$ cat config.mk
export PLATFORM = sky130hd
export DESIGN_NAME = alu_4bit_flat
export DESIGN_NICKNAME = d
export VERILOG_FILES = /design/src/rtl/alu_4bit_if.sv /design/src/rtl/alu_4bit.sv /design/src/flat_wrapper.sv
export SDC_FILE = /design/constraint.sdc
export NUM_CORES = 1
export LEC_CHECK = 0
export BUFFER_PORTS_ARGS = -buffer_cell sky130_fd_sc_hd__buf_2
export CORE_MARGIN = 8
export CORE_UTILIZATION = 43
export CTS_BUF_LIST = sky130_fd_sc_hd__clkbuf_8
export CTS_CLUSTER_DIAMETER = 40
export DETAILED_ROUTE_END_ITERATION = 8
export PLACE_DENSITY = 0.73
export SKIP_CTS_REPAIR_TIMING = 1
export SYNTH_ARGS = -nofsm -noshare
export SYNTH_HDL_FRONTEND = slang
export SYNTH_SLANG_ARGS = --single-unit
$ cat constraint.sdc
create_clock -name clk -period 3.69 [get_ports clk]
set_input_delay 0.738 -clock clk [delete_from_list [all_inputs] [get_ports clk]]
set_output_delay 0.738 -clock clk [all_outputs]
set_load 0.02 [all_outputs]
$ cat src/rtl/alu_4bit_if.sv
// Operand, opcode and flag bundle between the CPU control path and the ALU.
// The master drives operands and opcode. The slave (the ALU) returns the result and flags.
interface alu_4bit_if #(
    parameter int WIDTH = 4
);
    logic [WIDTH-1:0] a;
    logic [WIDTH-1:0] b;
    logic [2:0]       opcode;
    logic             flag_en;
    logic [WIDTH-1:0] result;
    logic             zero;
    logic             carry;
    logic             overflow;
    logic             negative;
    logic [3:0]       flags_q;

    modport master (
        output a,
        output b,
        output opcode,
        output flag_en,
        input  result,
        input  zero,
        input  carry,
        input  overflow,
        input  negative,
        input  flags_q
    );

    modport slave (
        input  a,
        input  b,
        input  opcode,
        input  flag_en,
        output result,
        output zero,
        output carry,
        output overflow,
        output negative,
        output flags_q
    );
endinterface

$ cat src/rtl/alu_4bit.sv
// Combinational 8-operation ALU with zero/carry/overflow/negative flags,
// plus a flag register that captures {negative, overflow, carry, zero} when enabled.
module alu_4bit #(
    parameter int WIDTH = 4
) (
    input  logic       clk,
    input  logic       rst_n,
    alu_4bit_if.slave  bus
);

    localparam logic [2:0] OP_AND = 3'b000;
    localparam logic [2:0] OP_OR  = 3'b001;
    localparam logic [2:0] OP_ADD = 3'b010;
    localparam logic [2:0] OP_SUB = 3'b011;
    localparam logic [2:0] OP_NOT = 3'b100;
    localparam logic [2:0] OP_XOR = 3'b101;
    localparam logic [2:0] OP_SHL = 3'b110;
    localparam logic [2:0] OP_SHR = 3'b111;

    localparam int MSB = WIDTH - 1;

    logic [WIDTH:0]   sumExt;
    logic [WIDTH:0]   diffExt;
    logic [WIDTH-1:0] resultC;
    logic             carryC;
    logic             overflowC;
    logic             zeroC;
    logic             negativeC;
    logic [3:0]       flags_d;
    logic [3:0]       flags_reg_q;

    // Bit WIDTH of the extended difference is set exactly when a < b, so it is used as the borrow.
    assign sumExt  = {1'b0, bus.a} + {1'b0, bus.b};
    assign diffExt = {1'b0, bus.a} - {1'b0, bus.b};

    always_comb begin
        resultC   = '0;
        carryC    = 1'b0;
        overflowC = 1'b0;
        case (bus.opcode)
            OP_AND: resultC = bus.a & bus.b;
            OP_OR:  resultC = bus.a | bus.b;
            OP_ADD: begin
                resultC   = sumExt[WIDTH-1:0];
                carryC    = sumExt[WIDTH];
                overflowC = (bus.a[MSB] == bus.b[MSB]) && (sumExt[MSB] != bus.a[MSB]);
            end
            OP_SUB: begin
                resultC   = diffExt[WIDTH-1:0];
                carryC    = diffExt[WIDTH];
                overflowC = (bus.a[MSB] != bus.b[MSB]) && (diffExt[MSB] != bus.a[MSB]);
            end
            OP_NOT: resultC = ~bus.a;
            OP_XOR: resultC = bus.a ^ bus.b;
            OP_SHL: begin
                resultC = {bus.a[WIDTH-2:0], 1'b0};
                carryC  = bus.a[MSB];
            end
            OP_SHR: begin
                resultC = {1'b0, bus.a[WIDTH-1:1]};
                carryC  = bus.a[0];
            end
            default: begin
                resultC   = '0;
                carryC    = 1'b0;
                overflowC = 1'b0;
            end
        endcase
    end

    assign zeroC     = (resultC == '0);
    assign negativeC = resultC[MSB];

    assign bus.result   = resultC;
    assign bus.zero     = zeroC;
    assign bus.carry    = carryC;
    assign bus.overflow = overflowC;
    assign bus.negative = negativeC;

    assign flags_d = bus.flag_en ? {negativeC, overflowC, carryC, zeroC} : flags_reg_q;

    always_ff @(posedge clk or negedge rst_n) begin
        if (!rst_n) begin
            flags_reg_q <= 4'b0000;
        end else begin
            flags_reg_q <= flags_d;
        end
    end

    assign bus.flags_q = flags_reg_q;

endmodule

$ cat src/flat_wrapper.sv
// flat-port wrapper written by rule: the top's interface ports become plain ports
module alu_4bit_flat 
#(
    parameter int WIDTH = 4
)
  (clk, rst_n, bus_a, bus_b, bus_opcode, bus_flag_en, bus_result, bus_zero, bus_carry, bus_overflow, bus_negative, bus_flags_q);
  alu_4bit_if #(.WIDTH(WIDTH)) bus_i ();
  input  logic clk;
  input  logic rst_n;
  input wire logic [$bits(bus_i.a)-1:0] bus_a;
  input wire logic [$bits(bus_i.b)-1:0] bus_b;
  input wire logic [$bits(bus_i.opcode)-1:0] bus_opcode;
  input wire logic [$bits(bus_i.flag_en)-1:0] bus_flag_en;
  output wire logic [$bits(bus_i.result)-1:0] bus_result;
  output wire logic [$bits(bus_i.zero)-1:0] bus_zero;
  output wire logic [$bits(bus_i.carry)-1:0] bus_carry;
  output wire logic [$bits(bus_i.overflow)-1:0] bus_overflow;
  output wire logic [$bits(bus_i.negative)-1:0] bus_negative;
  output wire logic [$bits(bus_i.flags_q)-1:0] bus_flags_q;
  assign bus_i.a = bus_a;
  assign bus_i.b = bus_b;
  assign bus_i.opcode = bus_opcode;
  assign bus_i.flag_en = bus_flag_en;
  assign bus_result = bus_i.result;
  assign bus_zero = bus_i.zero;
  assign bus_carry = bus_i.carry;
  assign bus_overflow = bus_i.overflow;
  assign bus_negative = bus_i.negative;
  assign bus_flags_q = bus_i.flags_q;
  alu_4bit #(.WIDTH(WIDTH)) u_core (.clk(clk), .rst_n(rst_n), .bus(bus_i));
endmodule
After elaboration in Yosys (flattened, before gate mapping):

Index checks and enable logic that the tools add are counted.

* equal/unequal tests: 11
* reduce and logical (&&, ||, !) cells: 4
* bitwise operators: 4
* $add $sub $neg: 2
* mux-type cells: 3

Operator list (number)
* one-hot mux 4 bit (8 select lines): 1
* == test 3 bit, second input constant: 4
* == test 3 x 2 -> 1 bit, second input constant: 2
* adder 4 x 4 -> 5 bit: 1
* subtractor 4 x 4 -> 5 bit: 1
* bitwise AND 4 bit: 1
* zero test 4 bit: 1
* NOT 4 bit: 1
* bitwise OR 4 bit: 1
* one-hot mux 1 bit (4 select lines): 1
* bitwise XOR 4 bit: 1
* == test 3 x 1 -> 1 bit, second input constant: 1
* zero test 3 bit: 1
* inequality test 1 bit: 3
* logical AND 1 bit: 2
* one-hot mux 1 bit (2 select lines): 1
* == test 1 bit: 1

* bits in registers: 4
* output and inout bits: 12
* bits of input ports: 14

Logic depth before layout (Yosys ltp):

Gate-level depths: netlist of run 1.

* depth in word-level cells: 4
* gate-level depth with buffers: 10

Worst setup path before layout of run 1:

No wires, ideal clock.

* path type: input to output
* start point: in bus_b[1]
* end point: out bus_zero
* setup slack: 0.301 ns
* stages: 8
* required time: 2.952 ns
* arrival: 2.651 ns
* buffers on the path: 0
* cell sequence: inv_1 > ha_1 > a21o_1 > a21oi_2 > xnor2_1 > o2111ai_1 > a21oi_2 > nor4_1

* cells in the longest elaborated chain, start to end: 3
* elaborated cells between the ends (all ways): 7
* those cells by class: add/sub: 2; mux: 1; bitwise: 3; reduce/logical: 1

RTL lines
* start, declared: line flat_wrapper.sv:11 `input wire logic [$bits(bus_i.b)-1:0] bus_b;`
* subtractor 4 x 4 -> 5 bit / adder 4 x 4 -> 5 bit (equally long branches): line alu_4bit.sv:34, alu_4bit.sv:33
* one-hot mux 4 bit (8 select lines) *: line alu_4bit.sv:40 `case (bus.opcode)`
* named net bus_negative: line flat_wrapper.sv:18 `output wire logic [$bits(bus_i.negative)-1:0] bus_negative;`
* zero test 4 bit *: line alu_4bit.sv:71 `assign zeroC = (resultC == '0);`
* end, declared: line flat_wrapper.sv:15 `output wire logic [$bits(bus_i.zero)-1:0] bus_zero;`

The timed path passes the listed nets; every way through them passes the cells marked *.

Worst setup path in the final report of run 1:

* start point: in bus_a[0]
* end point: out bus_zero

* cells in the longest elaborated chain, start to end: 3
* elaborated cells between the ends (all ways): 8
* those cells by class: add/sub: 2; mux: 1; bitwise: 4; reduce/logical: 1

RTL lines
* start, declared: line flat_wrapper.sv:10 `input wire logic [$bits(bus_i.a)-1:0] bus_a;`
* subtractor 4 x 4 -> 5 bit, or another cell as far along: line alu_4bit.sv:34 `assign diffExt = {1'b0, bus.a} - {1'b0, bus.b};`
* one-hot mux 4 bit (8 select lines) *: line alu_4bit.sv:40
* zero test 4 bit *: line alu_4bit.sv:71

Every way passes the cells marked *; elsewhere a longest branch is shown, timed or not.

==> results of run 1 <==
[logic make-up (layout without fill, tap and decap cells)]
family	after synthesis	after routing	share of synthesized area [%]
buf+inv	22	44	11.4
compound gates	31	31	26.6
xor+xnor	5	5	5.32
mux	8	8	10.3
flops	4	4	12.2
fa+ha+maj	14	14	23.1
simple gates	19	19	11.1
[stage by stage]
step	power (mW)	std cells	util (%)
6_report	0.282	152	52.6
2_1_floorplan	0.152	103	-
4_1_cts	0.287	152	52.6
3_5_place_dp	0.192	149	50.4
3_3_place_gp	0.189	149	50.4
5_1_grt	0.304	152	52.6
[layer usage]
layer  part of all wire (%)  routed length (um)  GRT usage, %  vias up
met1                     44                 930          15.0      366
met2                     51                1070          20.5       20
li1                       -                   -             -      401
met4                      0                   0          1.02        0
met5                      0                   0             0        -
met3                    5.1                 108          3.44        0
[path summary, 6_finish.rpt]
check / start / endpoint / slack [ns] / cells past startpoint
max in group asynchronous: rst_n / u_core.bus.flags_q[2] / 3.24 / 1
max: bus_a[0] / bus_zero / 0.34 / 11
min reg2reg: u_core.bus.flags_q[2] / u_core.bus.flags_q[2] / 0.49 / 1
max reg2reg: u_core.bus.flags_q[2] / u_core.bus.flags_q[2] / 2.93 / 1
min in group clk: u_core.bus.flags_q[2] / u_core.bus.flags_q[2] / 0.49 / 1
min: rst_n / u_core.bus.flags_q[3] / 0.32 / 1
[power groups by stage]
stage / logic, mW / clock network (mW) / registers [mW]
final: 0.140 / 0.0913 / 0.0513
after global routing: 0.153 / 0.0994 / 0.0522
after CTS: 0.141 / 0.0946 / 0.0514
after detailed placement: 0.140 / 0 / 0.0519
after global placement: 0.137 / 0 / 0.0515
after floorplan: 0.0937 / 0 / 0.0585
[layout make-up]
cell class | instances | area [um^2]
Sequential cell | 4 | 100
Tap cell | 27 | 33.8
Timing Repair Buffer | 25 | 125
Multi-Input combinational cell | 77 | 629
Clock buffer | 3 | 41.3
Fill cell | 205 | 892
Inverter | 16 | 60.1
[worst max-delay path, stage by stage]
cell and delay (ns):
buf_2 0.13, inv_1 0.09, ha_1 0.19, inv_1 0.06
fa_1 0.40, mux2i_1 0.19, xnor2_1 0.11, a2bb2oi_2 0.17
inv_1 0.08, nor4_1 0.25, buf_2 0.21
[layout by cell type (no fill, tap or decap), types with 2 or more instances in the layout]
master	netlist	layout
buf_2	3	25
inv_1	13	13
ha_1	12	12
nand2_1	8	8
a21oi_1	6	6
o21ai_1	4	4
mux2i_1	4	4
xnor2_1	4	4
nor2_1	4	4
dfrtp_1	4	4
or3_1	3	3
inv_2	3	3
clkbuf_8	0	3
mux2_1	2	2
o21a_1	2	2
o211ai_1	2	2
a21oi_2	2	2
a31oi_1	2	2
o21ai_0	2	2
mux2_2	2	2
fa_1	2	2
==> reports/summary.md, run 1 <==
The run finished with clean final reports. For the count of final setup violators, the log shows 0. The clock root buffer was clkbuf_8. The worst hold path class is in -> async. Sequential cells were found to cover 12.2% of the synthesized design area. In this run the core area contains 16 standard-cell rows. Yosys mapped a number of flops with a built-in enable equal to 0. The tools report the startpoint class of the critical path as an input port.

In this run switching power makes up 38.4% of total power. The run gives 0.108 mW as the switching component of the power. The number of synthesis warnings was 0; the clock group share of total power was 32.3%. The area growth from synthesis to layout is 20.2%. The via count of the first global-routing pass is 763, and the average cell area after synthesis is 7.99 um^2. The synthesized netlist contains 38 unique library cells. For the final-layout setup total negative slack, the log shows 0 ns.

Once the floorplan was initialized, standard cells occupied 43.8% of the core. The global-route wire length before repair was 3.34 mm. The routed wirelength normalized by instance count is 13.9 um, and the mean number of vias per cell is 5.18. After the first detailed-routing iteration, the DRC count stood at 27. The leakage power total is 0.515 nW. Maximum number of buffers from clock root to sink: 2.

The floorplan core area is 1880 um^2, and the fraction of power consumed by sequential logic is 18.2%. Setup repair after global routing left no endpoint under its margin. The post-placement cell area was 948 um^2; the hold violation total from the final report was 0.

The net count of the finished layout is 155. The leading register cell type out of synthesis is dfrtp_1. In the routed design, unresolved DRC markers number 0. At the placement stage, the worst setup path has a slack of 0.371 ns.

The area enclosed by the die boundary came out at 3570 um^2. Yosys instantiated no cell more often than inv_1. The post-route clock period utilization is 90.9%. The maximum fanout encountered on the critical timing path was 4; the routed wire length was 2.11 mm. The post-route minimum period is 3.35 ns.

The deepest level of the CTS H-tree is 1, and the proportion of layout cells with a drive suffix above 1 is 29.6%. In the post-synthesis netlist, the biggest area contributors are ha_1, dfrtp_1, inv_1. During placement, the flow inserted port buffers numbering 25. In the post-route analysis, the smallest setup slack over all paths is 0.337 ns. The die height was 59.8 um. The flip-flop and latch count after synthesis came out at 4. The combinational fraction of design power was 49.5%; the clock transition at the registers of the reported paths was 0.03 ns.

The data arrival time of the critical path was 2.61 ns; the share of synthesized flip-flops with an asynchronous set or reset was 100%. The power density over the cells came out at 285 nW/um^2. The slew of the pin with the lowest slew margin came out at 0.348 ns.

TritonCTS built the clock tree. The x dimension of the die works out to 59.8 um. In this run the count of I/O pins placed on the die edge is 26.

Measured against its own limit, the worst slew margin works out to 76.8%. Number of flip-flops in the largest register: 4. IR analysis of the VDD net gives a maximum drop of 0.258 mV. Across every metal layer, demand over resource in global routing totals 12.0%.

On the final layout, the worst hold slack is 0.321 ns. The run gives 2.95 ns as the worst path required time. The most area-hungry cell type in the Yosys netlist was ha_1. The final antenna diode count is 0.

Total vias in the final route: 787. Entering global routing, the biggest net connects 22 pins. For the final database, setup skew stands at 0 ns.

The number of iterations in the first detailed-routing pass was 4; the fraction of post-synthesis cell area in the top cell type by area was 18.2%. The synthesized net count is 131, and the routability-driven placement congestion ratio is 0.873. The highest achievable clock rate is 298 MHz. Counting instances in the post-synthesis netlist gives the leading cell types as inv_1, ha_1, nand2_1. Counting the buffers created by CTS gives 3. The total congestion overflow after global routing came out at 0.

The number of sinks on the clock net is 4, and the number of slew-limit violations in the final report is 0. The HPWL after detailed placement is 1.73 mm. The internal power consumption is 0.174 mW. The kind of end point of the critical path is an output pin. After synthesis the cells add up to 823 um^2. The critical path is of the in -> out type. In this run the remaining antenna-violating nets after routing total 0.

The cell count after synthesis is 103, and the cell area after layout is 990 um^2. The count of max-cap constraint violations is 0, and the number of antenna violations at the first check in global routing is 0. The later pin in the worst-skew pair is clocked with a latency of 0.22 ns.
Note: power is estimated with default switching activity, not from simulation.
==> run 2: changes to the inputs <==
==> constraint.sdc (replaced) <==
create_clock -name clk -period 3.69 [get_ports clk]
set_input_delay 0.1845 -clock clk [delete_from_list [all_inputs] [get_ports clk]]
set_output_delay 0.1845 -clock clk [all_outputs]
set_load 0.02 [all_outputs]
==> run 2 against run 1 <==
Effect of this change: total power increased by 0.67%; global-route usage is 0.22 points higher; highest routed layer unchanged; worst hold slack got worse by 0.073 ns; clock skew is the same; largest power group unchanged; flip-flop and latch count stayed put; design area grew 1.0%; clock power is 0.7% higher; critical path type unchanged; first-iteration DRC count is 33% higher; cell count grew 0.66%; combinational power about the same.
==> reports/summary.md, run 2 (synthesis gave the netlist of run 1 again) <==
The tools report the deepest level of the CTS H-tree as 1 (unchanged). The worst register-to-register path begins at u_core.bus.flags_q[2]. TritonCTS built the clock tree. The final net count is 156 (+0.65%), and the met2 track demand over resource in global routing is 22.0% (+1.5 points). The latest clock arrival within the worst-skew pair was 0.22 ns (about the same).

The via count of the first global-routing pass was 782 (+2.5%); the post-route clock period utilization was 59.7% (-31 points). For the combined area of the multi-input logic cells, the log shows 629 um^2 (unchanged). Cell type of the slowest stage on the worst timing path: fa_1. Post-route minimum period: 2.20 ns (-1.15 ns). The leakage power total is 0.519 nW (+0.81%), and the total power after layout is 0.284 mW (+0.67%). The area enclosed by the die boundary came out at 3570 um^2 (unchanged). Number of flip-flops in the largest register: 4 (unchanged). The run gives 0 (unchanged) as the remaining antenna violation count after routing. The path class of the tightest hold or removal check is in -> reg. For the count of max-cap constraint violations, the log shows 0 (unchanged). From synthesis to final layout, the design area changed by 21.4%. The standard-cell row count was 16 (unchanged); the half-perimeter wire length after detailed placement was 1.73 mm (-0.37%). The headroom to the max-slew limit is 76.9% (+0.12 points), and the final antenna diode count is 0 (unchanged). CTS placed an instance of clkbuf_8 at the clock tree root. For the worst setup slack after layout, the log shows 1.49 ns (+1.15 ns).

The tools report the routability-driven placement congestion ratio as 0.873 (about the same). The worst setup timing slack at the placement stage is 1.48 ns (+1.11 ns). The global routing usage summed across all routing layers is 12.2% (+0.22 points). The peak per-stage delay on the critical path is 0.40 ns (about the same), and the worst slack on hold paths is 0.248 ns (-0.0734 ns). The count of final setup violators is 0 (unchanged), and the floorplan core area is 1880 um^2 (unchanged). The I/O pin count is 26 (unchanged).

The number of sinks on the clock net is 4 (unchanged). The family with the most delay on the worst path is adder cells. The worst setup path is launched from an input port.

The slew of the pin with the lowest slew margin came out at 0.346 ns (-0.00178 ns). The power density over the cells was 284 nW/um^2 (-0.34%). The number of buffers and inverters on the critical path was 5 (unchanged).

The leading cell type in the layout, fill and taps excluded was buf_2. Kind of end point of the critical path: an output pin. The tools report the worst path required time as 3.51 ns (+0.56 ns). The launch instance of the worst min-delay path was bus_flag_en. The largest voltage drop on the vdd net was 0.316 mV (+23%); the clock transition at the registers of the reported paths was 0.03 ns (about the same).

For the routed wire length, the log shows 2.17 mm (+2.5%). Setup repair after global routing left no endpoint under its margin. The x dimension of the die is 59.8 um (unchanged). Walking the worst path, the cells encountered are buf_2 -> inv_1 -> ha_1 -> inv_1 -> fa_1 -> mux2i_1 -> xnor2_1 -> a2bb2oi_2 -> inv_1 -> nor4_1 -> buf_2. The proportion of layout cells with a drive suffix above 1 is 29.4% (-0.23 points).

In the layout the commonest cells are buf_2, inv_1, ha_1, nand2_1, a21oi_1. The tools report the maximum number of buffers from clock root to sink as 2 (unchanged). The number of slew-limit violations in the final report is 0 (unchanged), and the maximum number of pins on one net before global-route repair is 22 (unchanged). The data arrival time of the critical path came out at 2.02 ns (-0.59 ns). Most utilized layer in the global route result: met2.

The mean number of vias per cell came out at 5.27 (+1.9%). The critical path startpoint is bus_a[0]. For the total vias in the final route, the log shows 807 (+2.5%). The logs give 100 um^2 (unchanged) for the area occupied by registers and 0 ns (unchanged) for the final-layout setup total negative slack. For the met3 routing resource usage after global routing, the log shows 3.23% (-0.22 points).

The final clock skew was 0 ns (unchanged). Met1 layer usage reported by global route: 14.5% (-0.49 points). The run finished with clean final reports. The initial standard-cell utilization of the core was 43.8% (unchanged); the detailed router's first-iteration violation count was 36 (+33%). Maximum fanout encountered on the critical timing path: 4 (unchanged). The number of fillers in the final layout is 211 (+2.9%). Hold violation total from the final report: 0 (unchanged).

The most numerous cell type found on the critical path is inv_1. The type of the setup path with the least slack was in -> out. The run gives 0 (unchanged) as the number of antenna violations at the first check in global routing.

The highest achievable clock rate was 454 MHz (+52%). The tools report the DRC violation count after routing as 0 (unchanged). The routed wirelength normalized by instance count works out to 14.2 um (+1.8%).

The run gives 3.42 mm (+2.5%) as the global-route wire length before repair. The number of input and output port buffers inserted was 25 (unchanged); the total clock buffers created by CTS was 3 (unchanged). The number of iterations in the first detailed-routing pass is 4 (unchanged). The total congestion overflow after global routing is 0 (unchanged). The die height came out at 59.8 um (unchanged).
==> run 2: worst paths after layout <==
kind                                         endpoint  slack (ns)  cells past startpoint
worst min-delay path            u_core.bus.flags_q[0]        0.25                      2
worst max-delay path                         bus_zero        1.49                     11
worst max register to register  u_core.bus.flags_q[2]        2.93                      1
min in group asynchronous       u_core.bus.flags_q[3]        0.32                      2
worst min register to register  u_core.bus.flags_q[2]        0.48                      1
max in group asynchronous       u_core.bus.flags_q[1]        3.24                      2
==> run 2: cell type report <==
cell class                 instances  share of cell area (%)
multi-input combinational         77                    63.0
sequential                         4                    10.0
clock buffer                       3                    4.13
timing repair buffer              26                    13.5
inverter                          16                    6.01
tap                               27                    3.38
==> run 2: where the power goes <==
part	internal [mW]	switching, mW	total (mW)
clock	0.0695	0.0224	0.0919
sequential	0.0493	0.00239	0.0517
combinational	0.0561	0.0848	0.141
==> run 2: stage by stage <==
stage,utilization [%],instances,instance area [um^2]
after global placement,50.4,149,948
after global routing,53.1,153,1000
after CTS,52.6,152,990
final,53.1,153,1000
after detailed placement,50.4,149,948
after floorplan,-,103,823
==> run 2: layer usage <==
metal  part of all wire [%]  routed length [um]
met4                      0                   0
met5                      0                   0
met1                     43                 922
met3                    5.5                 119
met2                     52                1120
